## src/rtl/uart_pkg.sv

```systemverilog
// Shared types and constants for the parametrised UART receiver.
// Also holds the baud divisors for a 100 MHz system clock.
package uart_pkg;

    typedef enum logic [2:0] {
        S_IDLE,
        S_START,
        S_DATA,
        S_PARITY,
        S_STOP1,
        S_STOP2
    } rx_state_e;

    localparam logic PAR_EVEN = 1'b0;
    localparam logic PAR_ODD  = 1'b1;

    localparam int unsigned BAUD_DIV_9600   = 10416;
    localparam int unsigned BAUD_DIV_19200  = 5208;
    localparam int unsigned BAUD_DIV_38400  = 2604;
    localparam int unsigned BAUD_DIV_115200 = 868;

    // A FIFO word carries the data plus the frame and parity flags.
    function automatic int unsigned fifo_width(input int unsigned data_bits);
        return data_bits + 2;
    endfunction

endpackage

```

## src/rtl/uart_rx_param_if.sv

```systemverilog
// Serial line, frame configuration and valid/ready word output of
// the UART receiver. The master side is the receiver itself.
interface uart_rx_param_if #(
    parameter int unsigned DATA_BITS = 8
);
    logic                 data_in;
    logic                 parity_en;
    logic                 parity_odd;
    logic                 two_stop;
    logic [DATA_BITS-1:0] data_out;
    logic                 parity_err;
    logic                 frame_err;
    logic                 valid;
    logic                 ready;
    logic                 overrun;
    logic                 rts;

    modport master (
        input  data_in, parity_en, parity_odd, two_stop, ready,
        output data_out, parity_err, frame_err, valid, overrun, rts
    );

    modport slave (
        output data_in, parity_en, parity_odd, two_stop, ready,
        input  data_out, parity_err, frame_err, valid, overrun, rts
    );
endinterface

```

## src/rtl/uart_rx_fifo.sv

```systemverilog
// Synchronous show-ahead FIFO with occupancy count.
// A write while full is accepted only when a read frees a slot.
module uart_rx_fifo #(
    parameter int unsigned WIDTH = 10,
    parameter int unsigned DEPTH = 8
) (
    input  logic                     clk,
    input  logic                     rst_n,
    input  logic                     wr_en,
    input  logic [WIDTH-1:0]         wr_data,
    input  logic                     rd_en,
    output logic [WIDTH-1:0]         rd_data,
    output logic                     full,
    output logic                     empty,
    output logic [$clog2(DEPTH):0]   count
);
    localparam int unsigned AW = $clog2(DEPTH);

    logic [AW-1:0]    wr_ptr_q, wr_ptr_d;
    logic [AW-1:0]    rd_ptr_q, rd_ptr_d;
    logic [AW:0]      count_q, count_d;
    logic [WIDTH-1:0] mem_q [DEPTH];
    logic             do_wr, do_rd;

    assign full    = (count_q == (AW+1)'(DEPTH));
    assign empty   = (count_q == '0);
    assign count   = count_q;
    assign rd_data = mem_q[rd_ptr_q];

    always_comb begin
        do_rd    = rd_en && !empty;
        do_wr    = wr_en && (!full || do_rd);
        wr_ptr_d = wr_ptr_q;
        rd_ptr_d = rd_ptr_q;
        count_d  = count_q;
        if (do_wr) wr_ptr_d = wr_ptr_q + 1'b1;
        if (do_rd) rd_ptr_d = rd_ptr_q + 1'b1;
        if (do_wr && !do_rd) count_d = count_q + 1'b1;
        if (do_rd && !do_wr) count_d = count_q - 1'b1;
    end

    always_ff @(posedge clk or negedge rst_n) begin
        if (!rst_n) begin
            wr_ptr_q <= '0;
            rd_ptr_q <= '0;
            count_q  <= '0;
        end else begin
            wr_ptr_q <= wr_ptr_d;
            rd_ptr_q <= rd_ptr_d;
            count_q  <= count_d;
        end
    end

    // Storage needs no reset; the pointers define what is valid.
    always_ff @(posedge clk) begin
        if (do_wr) mem_q[wr_ptr_q] <= wr_data;
    end

endmodule

```

## src/rtl/uart_rx_param.sv

```systemverilog
// UART receiver: synchroniser, mid-bit sampling FSM with runtime
// parity/stop selection, and a show-ahead word FIFO with RTS.
module uart_rx_param
    import uart_pkg::*;
#(
    parameter int unsigned BAUD_DIV   = BAUD_DIV_115200,
    parameter int unsigned DATA_BITS  = 8,
    parameter bit          MSB_FIRST  = 1'b0,
    parameter int unsigned FIFO_DEPTH = 8,
    parameter int unsigned RTS_MARGIN = 2
) (
    input logic            clk,
    input logic            rst_n,
    uart_rx_param_if.master bus
);
    localparam int unsigned CW = $clog2(BAUD_DIV);
    localparam int unsigned BW = $clog2(DATA_BITS + 1);
    localparam int unsigned WW = fifo_width(DATA_BITS);
    localparam int unsigned NW = $clog2(FIFO_DEPTH) + 1;
    localparam logic [CW-1:0] CNT_HALF = CW'(BAUD_DIV / 2 - 1);
    localparam logic [CW-1:0] CNT_FULL = CW'(BAUD_DIV - 1);
    localparam logic [BW-1:0] LAST_BIT = BW'(DATA_BITS - 1);
    localparam logic [NW-1:0] RTS_THR  = NW'(FIFO_DEPTH - RTS_MARGIN);

    logic                 rx_meta_q, rxs_q;
    logic                 rxs_prev_q, rxs_prev_d;
    logic [1:0]           sync_vld_q;
    logic                 fall;
    rx_state_e            state_q, state_d;
    logic [CW-1:0]        cnt_q, cnt_d;
    logic [BW-1:0]        bitn_q, bitn_d;
    logic [DATA_BITS-1:0] shreg_q, shreg_d;
    logic                 perr_q, perr_d;
    logic                 ferr_q, ferr_d;
    logic                 par_en_q, par_en_d;
    logic                 par_odd_q, par_odd_d;
    logic                 two_stop_q, two_stop_d;
    logic                 overrun_q, overrun_d;
    logic                 rts_q, rts_d;
    logic                 expire, push, push_fe, pop;
    logic [WW-1:0]        fifo_rd;
    logic                 fifo_full, fifo_empty;
    logic [NW-1:0]        fifo_count;

    // The edge history only arms once the synchroniser holds real line
    // data, so a line that is low at reset release is not a start.
    assign rxs_prev_d = sync_vld_q[1] & rxs_q;
    assign fall       = rxs_prev_q & ~rxs_q;
    assign expire     = (cnt_q == '0);
    assign push_fe    = ferr_q | ~rxs_q;

    always_comb begin
        state_d    = state_q;
        cnt_d      = expire ? cnt_q : cnt_q - 1'b1;
        bitn_d     = bitn_q;
        shreg_d    = shreg_q;
        perr_d     = perr_q;
        ferr_d     = ferr_q;
        par_en_d   = par_en_q;
        par_odd_d  = par_odd_q;
        two_stop_d = two_stop_q;
        push       = 1'b0;
        unique case (state_q)
            S_IDLE: begin
                if (fall) begin
                    state_d    = S_START;
                    cnt_d      = CNT_HALF;
                    bitn_d     = '0;
                    perr_d     = 1'b0;
                    ferr_d     = 1'b0;
                    par_en_d   = bus.parity_en;
                    par_odd_d  = bus.parity_odd;
                    two_stop_d = bus.two_stop;
                end
            end
            S_START: begin
                if (expire) begin
                    state_d = rxs_q ? S_IDLE : S_DATA;
                    cnt_d   = CNT_FULL;
                end
            end
            S_DATA: begin
                if (expire) begin
                    cnt_d  = CNT_FULL;
                    bitn_d = bitn_q + 1'b1;
                    if (MSB_FIRST)
                        shreg_d = {shreg_q[DATA_BITS-2:0], rxs_q};
                    else
                        shreg_d = {rxs_q, shreg_q[DATA_BITS-1:1]};
                    if (bitn_q == LAST_BIT)
                        state_d = par_en_q ? S_PARITY : S_STOP1;
                end
            end
            S_PARITY: begin
                if (expire) begin
                    cnt_d   = CNT_FULL;
                    perr_d  = (^shreg_q) ^ rxs_q ^ par_odd_q;
                    state_d = S_STOP1;
                end
            end
            S_STOP1: begin
                if (expire) begin
                    cnt_d  = CNT_FULL;
                    ferr_d = push_fe;
                    if (two_stop_q) begin
                        state_d = S_STOP2;
                    end else begin
                        push    = 1'b1;
                        state_d = S_IDLE;
                    end
                end
            end
            S_STOP2: begin
                if (expire) begin
                    ferr_d  = push_fe;
                    push    = 1'b1;
                    state_d = S_IDLE;
                end
            end
            default: state_d = S_IDLE;
        endcase
    end

    assign pop       = ~fifo_empty & bus.ready;
    assign overrun_d = push & fifo_full & ~pop;
    assign rts_d     = (fifo_count < RTS_THR);

    always_ff @(posedge clk or negedge rst_n) begin
        if (!rst_n) begin
            rx_meta_q  <= 1'b1;
            rxs_q      <= 1'b1;
            sync_vld_q <= '0;
            rxs_prev_q <= 1'b0;
            state_q    <= S_IDLE;
            cnt_q      <= '0;
            bitn_q     <= '0;
            shreg_q    <= '0;
            perr_q     <= 1'b0;
            ferr_q     <= 1'b0;
            par_en_q   <= 1'b0;
            par_odd_q  <= 1'b0;
            two_stop_q <= 1'b0;
            overrun_q  <= 1'b0;
            rts_q      <= 1'b1;
        end else begin
            rx_meta_q  <= bus.data_in;
            rxs_q      <= rx_meta_q;
            sync_vld_q <= {sync_vld_q[0], 1'b1};
            rxs_prev_q <= rxs_prev_d;
            state_q    <= state_d;
            cnt_q      <= cnt_d;
            bitn_q     <= bitn_d;
            shreg_q    <= shreg_d;
            perr_q     <= perr_d;
            ferr_q     <= ferr_d;
            par_en_q   <= par_en_d;
            par_odd_q  <= par_odd_d;
            two_stop_q <= two_stop_d;
            overrun_q  <= overrun_d;
            rts_q      <= rts_d;
        end
    end

    uart_rx_fifo #(
        .WIDTH (WW),
        .DEPTH (FIFO_DEPTH)
    ) u_fifo (
        .clk     (clk),
        .rst_n   (rst_n),
        .wr_en   (push),
        .wr_data ({push_fe, perr_q, shreg_q}),
        .rd_en   (pop),
        .rd_data (fifo_rd),
        .full    (fifo_full),
        .empty   (fifo_empty),
        .count   (fifo_count)
    );

    assign bus.valid      = ~fifo_empty;
    assign bus.data_out   = fifo_empty ? '0 : fifo_rd[DATA_BITS-1:0];
    assign bus.parity_err = ~fifo_empty & fifo_rd[DATA_BITS];
    assign bus.frame_err  = ~fifo_empty & fifo_rd[DATA_BITS+1];
    assign bus.overrun    = overrun_q;
    assign bus.rts        = rts_q;

endmodule

```

## src/flat_wrapper.sv

```systemverilog
// flat-port wrapper written by rule: the top's interface ports become plain ports
module uart_rx_param_flat import uart_pkg::*;
#(
    parameter int unsigned BAUD_DIV   = BAUD_DIV_115200,
    parameter int unsigned DATA_BITS  = 8,
    parameter bit          MSB_FIRST  = 1'b0,
    parameter int unsigned FIFO_DEPTH = 8,
    parameter int unsigned RTS_MARGIN = 2
)
  (clk, rst_n, bus_data_in, bus_parity_en, bus_parity_odd, bus_two_stop, bus_ready, bus_data_out, bus_parity_err, bus_frame_err, bus_valid, bus_overrun, bus_rts);
  uart_rx_param_if #(.DATA_BITS(DATA_BITS)) bus_i ();
  input logic clk;
  input logic rst_n;
  input wire logic [$bits(bus_i.data_in)-1:0] bus_data_in;
  input wire logic [$bits(bus_i.parity_en)-1:0] bus_parity_en;
  input wire logic [$bits(bus_i.parity_odd)-1:0] bus_parity_odd;
  input wire logic [$bits(bus_i.two_stop)-1:0] bus_two_stop;
  input wire logic [$bits(bus_i.ready)-1:0] bus_ready;
  output wire logic [$bits(bus_i.data_out)-1:0] bus_data_out;
  output wire logic [$bits(bus_i.parity_err)-1:0] bus_parity_err;
  output wire logic [$bits(bus_i.frame_err)-1:0] bus_frame_err;
  output wire logic [$bits(bus_i.valid)-1:0] bus_valid;
  output wire logic [$bits(bus_i.overrun)-1:0] bus_overrun;
  output wire logic [$bits(bus_i.rts)-1:0] bus_rts;
  assign bus_i.data_in = bus_data_in;
  assign bus_i.parity_en = bus_parity_en;
  assign bus_i.parity_odd = bus_parity_odd;
  assign bus_i.two_stop = bus_two_stop;
  assign bus_i.ready = bus_ready;
  assign bus_data_out = bus_i.data_out;
  assign bus_parity_err = bus_i.parity_err;
  assign bus_frame_err = bus_i.frame_err;
  assign bus_valid = bus_i.valid;
  assign bus_overrun = bus_i.overrun;
  assign bus_rts = bus_i.rts;
  uart_rx_param #(.BAUD_DIV(BAUD_DIV), .DATA_BITS(DATA_BITS), .MSB_FIRST(MSB_FIRST), .FIFO_DEPTH(FIFO_DEPTH), .RTS_MARGIN(RTS_MARGIN)) u_core (.clk(clk), .rst_n(rst_n), .bus(bus_i));
endmodule
```

## config.mk

```make
export PLATFORM = sky130hd
export DESIGN_NAME = uart_rx_param_flat
export DESIGN_NICKNAME = d
export VERILOG_FILES = /design/src/rtl/uart_pkg.sv /design/src/rtl/uart_rx_param_if.sv /design/src/rtl/uart_rx_fifo.sv /design/src/rtl/uart_rx_param.sv /design/src/flat_wrapper.sv
export SDC_FILE = /design/constraint.sdc
export NUM_CORES = 1
export LEC_CHECK = 0
export BUFFER_PORTS_ARGS = -buffer_cell sky130_fd_sc_hd__buf_2
export CAP_MARGIN = 20
export CORE_ASPECT_RATIO = 0.7
export CORE_UTILIZATION = 45
export CTS_BUF_LIST = sky130_fd_sc_hd__clkbuf_8
export DETAILED_ROUTE_END_ITERATION = 10
export GPL_ROUTABILITY_DRIVEN = 0
export HOLD_SLACK_MARGIN = 0.12
export PLACE_DENSITY = 0.61
export SLEW_MARGIN = 5
export SYNTH_ARGS = -nofsm -noshare
export SYNTH_HDL_FRONTEND = slang
export SYNTH_SLANG_ARGS = --single-unit
```

## constraint.sdc

```tcl
create_clock -name clk -period 3.9 [get_ports clk]
set_input_delay 0.78 -clock clk [delete_from_list [all_inputs] [get_ports clk]]
set_output_delay 0.78 -clock clk [all_outputs]
set_load 0.005 [all_outputs]
```

==> impl_metrics.py <==
metrics = {
    "status": {
        "status": "complete, no violations",
    },
    "cts": {
        "root_buffer": "clkbuf_8",
        "ctsHoldBuffers": 0,
        "cts_resized": 0,
        "clock_latency_ns": 0.43,
        "cts_tree": "done",
        "clock_path_buffers": 2,
        "cts_buffers": 17,
        "path_clk_slew_ns": 0.08,
        "cts.sinks": 127,
        "cts_setup_buffers": 0,
        "htree_levels": 4,
    },
    "critical_path": {
        "worstPathRequired_ns": 3.12,
        "start_kind": "flip-flop",
        "cpLargestDelayFamily": "flip-flops",
        "r2r-end": "u_core.u_fifo.mem_q[6][1]",
        "regToRegStartpoint": "u_core.cnt_q[0]",
        "crit_chain": "mux4_2 -> mux2i_1 -> nor2_1 -> buf_2",
        "r2r_slack_ns": 1.00,
        "setup.worst_path.end": "bus_data_out[4]",
        "end_kind": "primary output",
        "arrival_ns": 2.26,
        "critical_path_class": "flip-flop to primary output",
        "worstSetupPathDepth": 4,
        "cp_max_fo": 22,
        "crit_start": "u_core.u_fifo.rd_ptr_q[1]",
        "crit_slowest_cell": "dfrtp_1",
        "cpPeakStageDelay_ns": 0.98,
        "path_buf_inv": 1,
        "reg2reg_depth": 7,
    },
    "synth": {
        "ys_ff_latch": 127,
        "ys_types": 55,
        "yosysWarnings": 0,
        "synth_ff_type": "edfxtp_1",
        "synth_top_area_frac": 0.444,
        "synthArstFlopShare": 0.370,
        "postSynthAreaPerCell_um2": 14.9,
        "ys_seq_area_frac": 0.662,
        "yosysTopAreaCell": "edfxtp_1",
        "synthCells": 362,
        "ys_top_cells_by_area": "edfxtp_1, dfrtp_1, mux4_2",
        "synth_edf_count": 80,
        "synthesis.area_mm2": 0.00541,
        "synthesis.nets": 376,
    },
    "global_routing": {
        "track_usage": 0.196,
        "grt_pass1_vias": 3035,
        "antenna_found_initial": 0,
        "grt_max_degree": 48,
        "grt_pass1_wl_um": 17600,
        "grt_remaining_overflow": 0,
    },
    "power": {
        "peakVddDrop_mv": 0.439,
        "seq_power_share": 0.431,
        "clkPwrFrac": 0.339,
        "p_int_mw": 2.91,
        "p_per_area_mw_per_mm2": 658,
        "net-switching-power_mw": 1.20,
        "finalPower_mw": 4.10,
        "share_comb_of_total_power": 0.230,
        "p_leak_nw": 2.40,
        "p_sw_frac": 0.291,
    },
    "run": {
        "cap_violations": 0,
    },
    "timing": {
        "rsz0062_at_grt": "false",
        "tightest_slew_ns": 0.959,
        "finalHoldViolations": 0,
        "setup_tns_ns": 0,
        "setup-violations-final": 0,
        "slew_headroom": 0.361,
        "fin_crit_sh": 0.779,
        "max_freq_mhz": 329,
        "clock_skew_ns": 0.0163,
        "finalMaxSlewViolations": 0,
        "fin_crit_ns": 3.04,
    },
    "placement": {
        "dp_hpwl_um": 7260,
        "io_buffer_count": 19,
    },
    "floorplan": {
        "std_cell_rows": 33,
        "die_area_mm2": 0.0125,
        "core_mm2": 0.0117,
        "fp.dieW_um": 133,
        "die_h_um": 93.8,
        "start_util": 0.461,
        "io_pins": 20,
    },
    "route": {
        "antenna_left": 0,
        "drcViolationCount": 0,
        "vias": 3070,
        "drtPass1Iterations": 4,
        "avgViaCountPerCell": 5.40,
        "drt-wirelength-per-cell_um": 19.2,
        "drt_iter0_drc": 221,
        "routed_wirelength_um": 10900,
    },
    "final_layout": {
        "diodes": 0,
        "nFillCells": 994,
        "layout-drive-gt1-share": 0.255,
        "syn_to_final_growth_pct": 15.4,
        "nNetsFinal": 413,
        "finish.utilization": 0.532,
    },
    "worst_hold_path": {
        "min_path_type": "input pin to async pin",
    },
}
-- routing by layer --
metal / track usage / wire length [µm] / up-vias
met2: 0.275 / 4780 / 104
li1: - / - / 1434
met1: 0.291 / 5150 / 1525
met5: 0 / 0 / -
met3: 0.0523 / 923 / 7
met4: 0.0690 / 92 / 0
-- state kept, by name (all words and copies together) (netlist names) --
signal                  flops
u_core.bitn_q               4
u_core.bus.overrun          1
u_core.bus.rts              1
u_core.cnt_q               10
u_core.ferr_q               1
u_core.par_en_q             1
u_core.par_odd_q            1
u_core.perr_q               1
u_core.rx_meta_q            1
u_core.rxs_prev_q           1
u_core.rxs_q                1
u_core.shreg_q              8
u_core.state_q              3
u_core.sync_vld_q           2
u_core.two_stop_q           1
u_core.u_fifo.count         4
u_core.u_fifo.mem_q        80
u_core.u_fifo.rd_ptr_q      3
u_core.u_fifo.wr_ptr_q      3
-- worst reg2reg max path, cell delays in order, from the launching register on --
cell      delay (ns)
dfrtp_1         0.41
inv_1           0.09
ha_1            0.18
or4b_4          0.50
nor3_4          0.24
and3_2          0.29
nand2b_1        0.15
nor2_1          0.65
-- power groups by stage --
stage / clock network, mW / registers (mW) / logic, mW
finish: 1.39 / 1.77 / 0.945
global route: 1.48 / 1.80 / 1.06
CTS: 1.41 / 1.77 / 0.959
detailed placement: 0 / 1.80 / 0.956
global placement: 0 / 1.79 / 0.941
floorplan: 0 / 1.66 / 0.791
-- layout by cell type (no fill, tap or decap), drive strengths merged, types with 7 or more instances in the layout --
master,instances
mux2,11
ha,7
dfrtp,44
edfxtp,80
mux4,20
clkbuf,19
inv,14
o21ai,8
buf,31
nand3,7
nand2,35
nor2,30
mux2i,12
a21oi,9
xnor2,17
-- worst min path at each step --
stage	start	end	depth (start not counted)
finish	rst_n	u_core.par_en_q	1
global route	rst_n	u_core.par_en_q	1
CTS	u_core.sync_vld_q[0]	u_core.sync_vld_q[1]	0
detailed placement	u_core.sync_vld_q[0]	u_core.sync_vld_q[1]	0
global placement	u_core.sync_vld_q[0]	u_core.sync_vld_q[1]	0
floorplan	u_core.sync_vld_q[0]	u_core.sync_vld_q[1]	0
-- synth_stat cells, types with 2 or more instances --
cell type / n
mux4_2: 20
o31ai_1: 3
nor4_1: 5
a22oi_1: 2
o21ai_0: 8
nand2b_1: 5
xor2_1: 3
and2_1: 2
and3_1: 2
mux2i_1: 11
buf_2: 2
dfstp_2: 3
clkbuf_1: 8
inv_1: 9
nand4_1: 2
a21oi_1: 9
a2111oi_0: 2
ha_1: 7
nand2_1: 35
nand3_1: 6
xnor2_1: 17
nor2b_1: 2
mux2_2: 10
edfxtp_1: 80
nor2_1: 30
dfrtp_1: 44
a31oi_1: 3
nor3_1: 5
-- per-stage QoR --
| step | std cells | hold WS [ns] | instance area (µm²) | setup slack (ns) |
|---|---|---|---|---|
| floorplan | 362 | 0.331 | 5410 | 1.01 |
| global placement | 536 | 0.335 | 5730 | 1.11 |
| detailed placement | 536 | 0.336 | 5730 | 1.02 |
| CTS | 568 | 0.351 | 6220 | 0.818 |
| global route | 569 | 0.312 | 6240 | 0.691 |
| finish | 569 | 0.299 | 6240 | 0.864 |
-- cell type report --
type                            instances  area [µm²]  share of cell area
Sequential cell                       127        3580               0.574
Clock buffer                           19         262              0.0419
Clock inverter                         13         231              0.0371
Multi-Input combinational cell        212        1740               0.278
Inverter                               10        37.5             0.00601
Tap cell                              157         196              0.0315
Timing Repair Buffer                   31         198              0.0317
-- logic make-up (layout without fill, tap and decap cells) --
logic type	Yosys count	after routing	share of synthesized area
simple gates	105	105	0.0969
buf+inv	23	73	0.0185
flops	127	127	0.662
compound gates	36	36	0.0428
mux	43	43	0.131
xor+xnor	20	20	0.0324
other cells	1	1	0.000693
fa+ha+maj	7	7	0.0162
No activity file was read; power rests on OpenSTA's default activity.
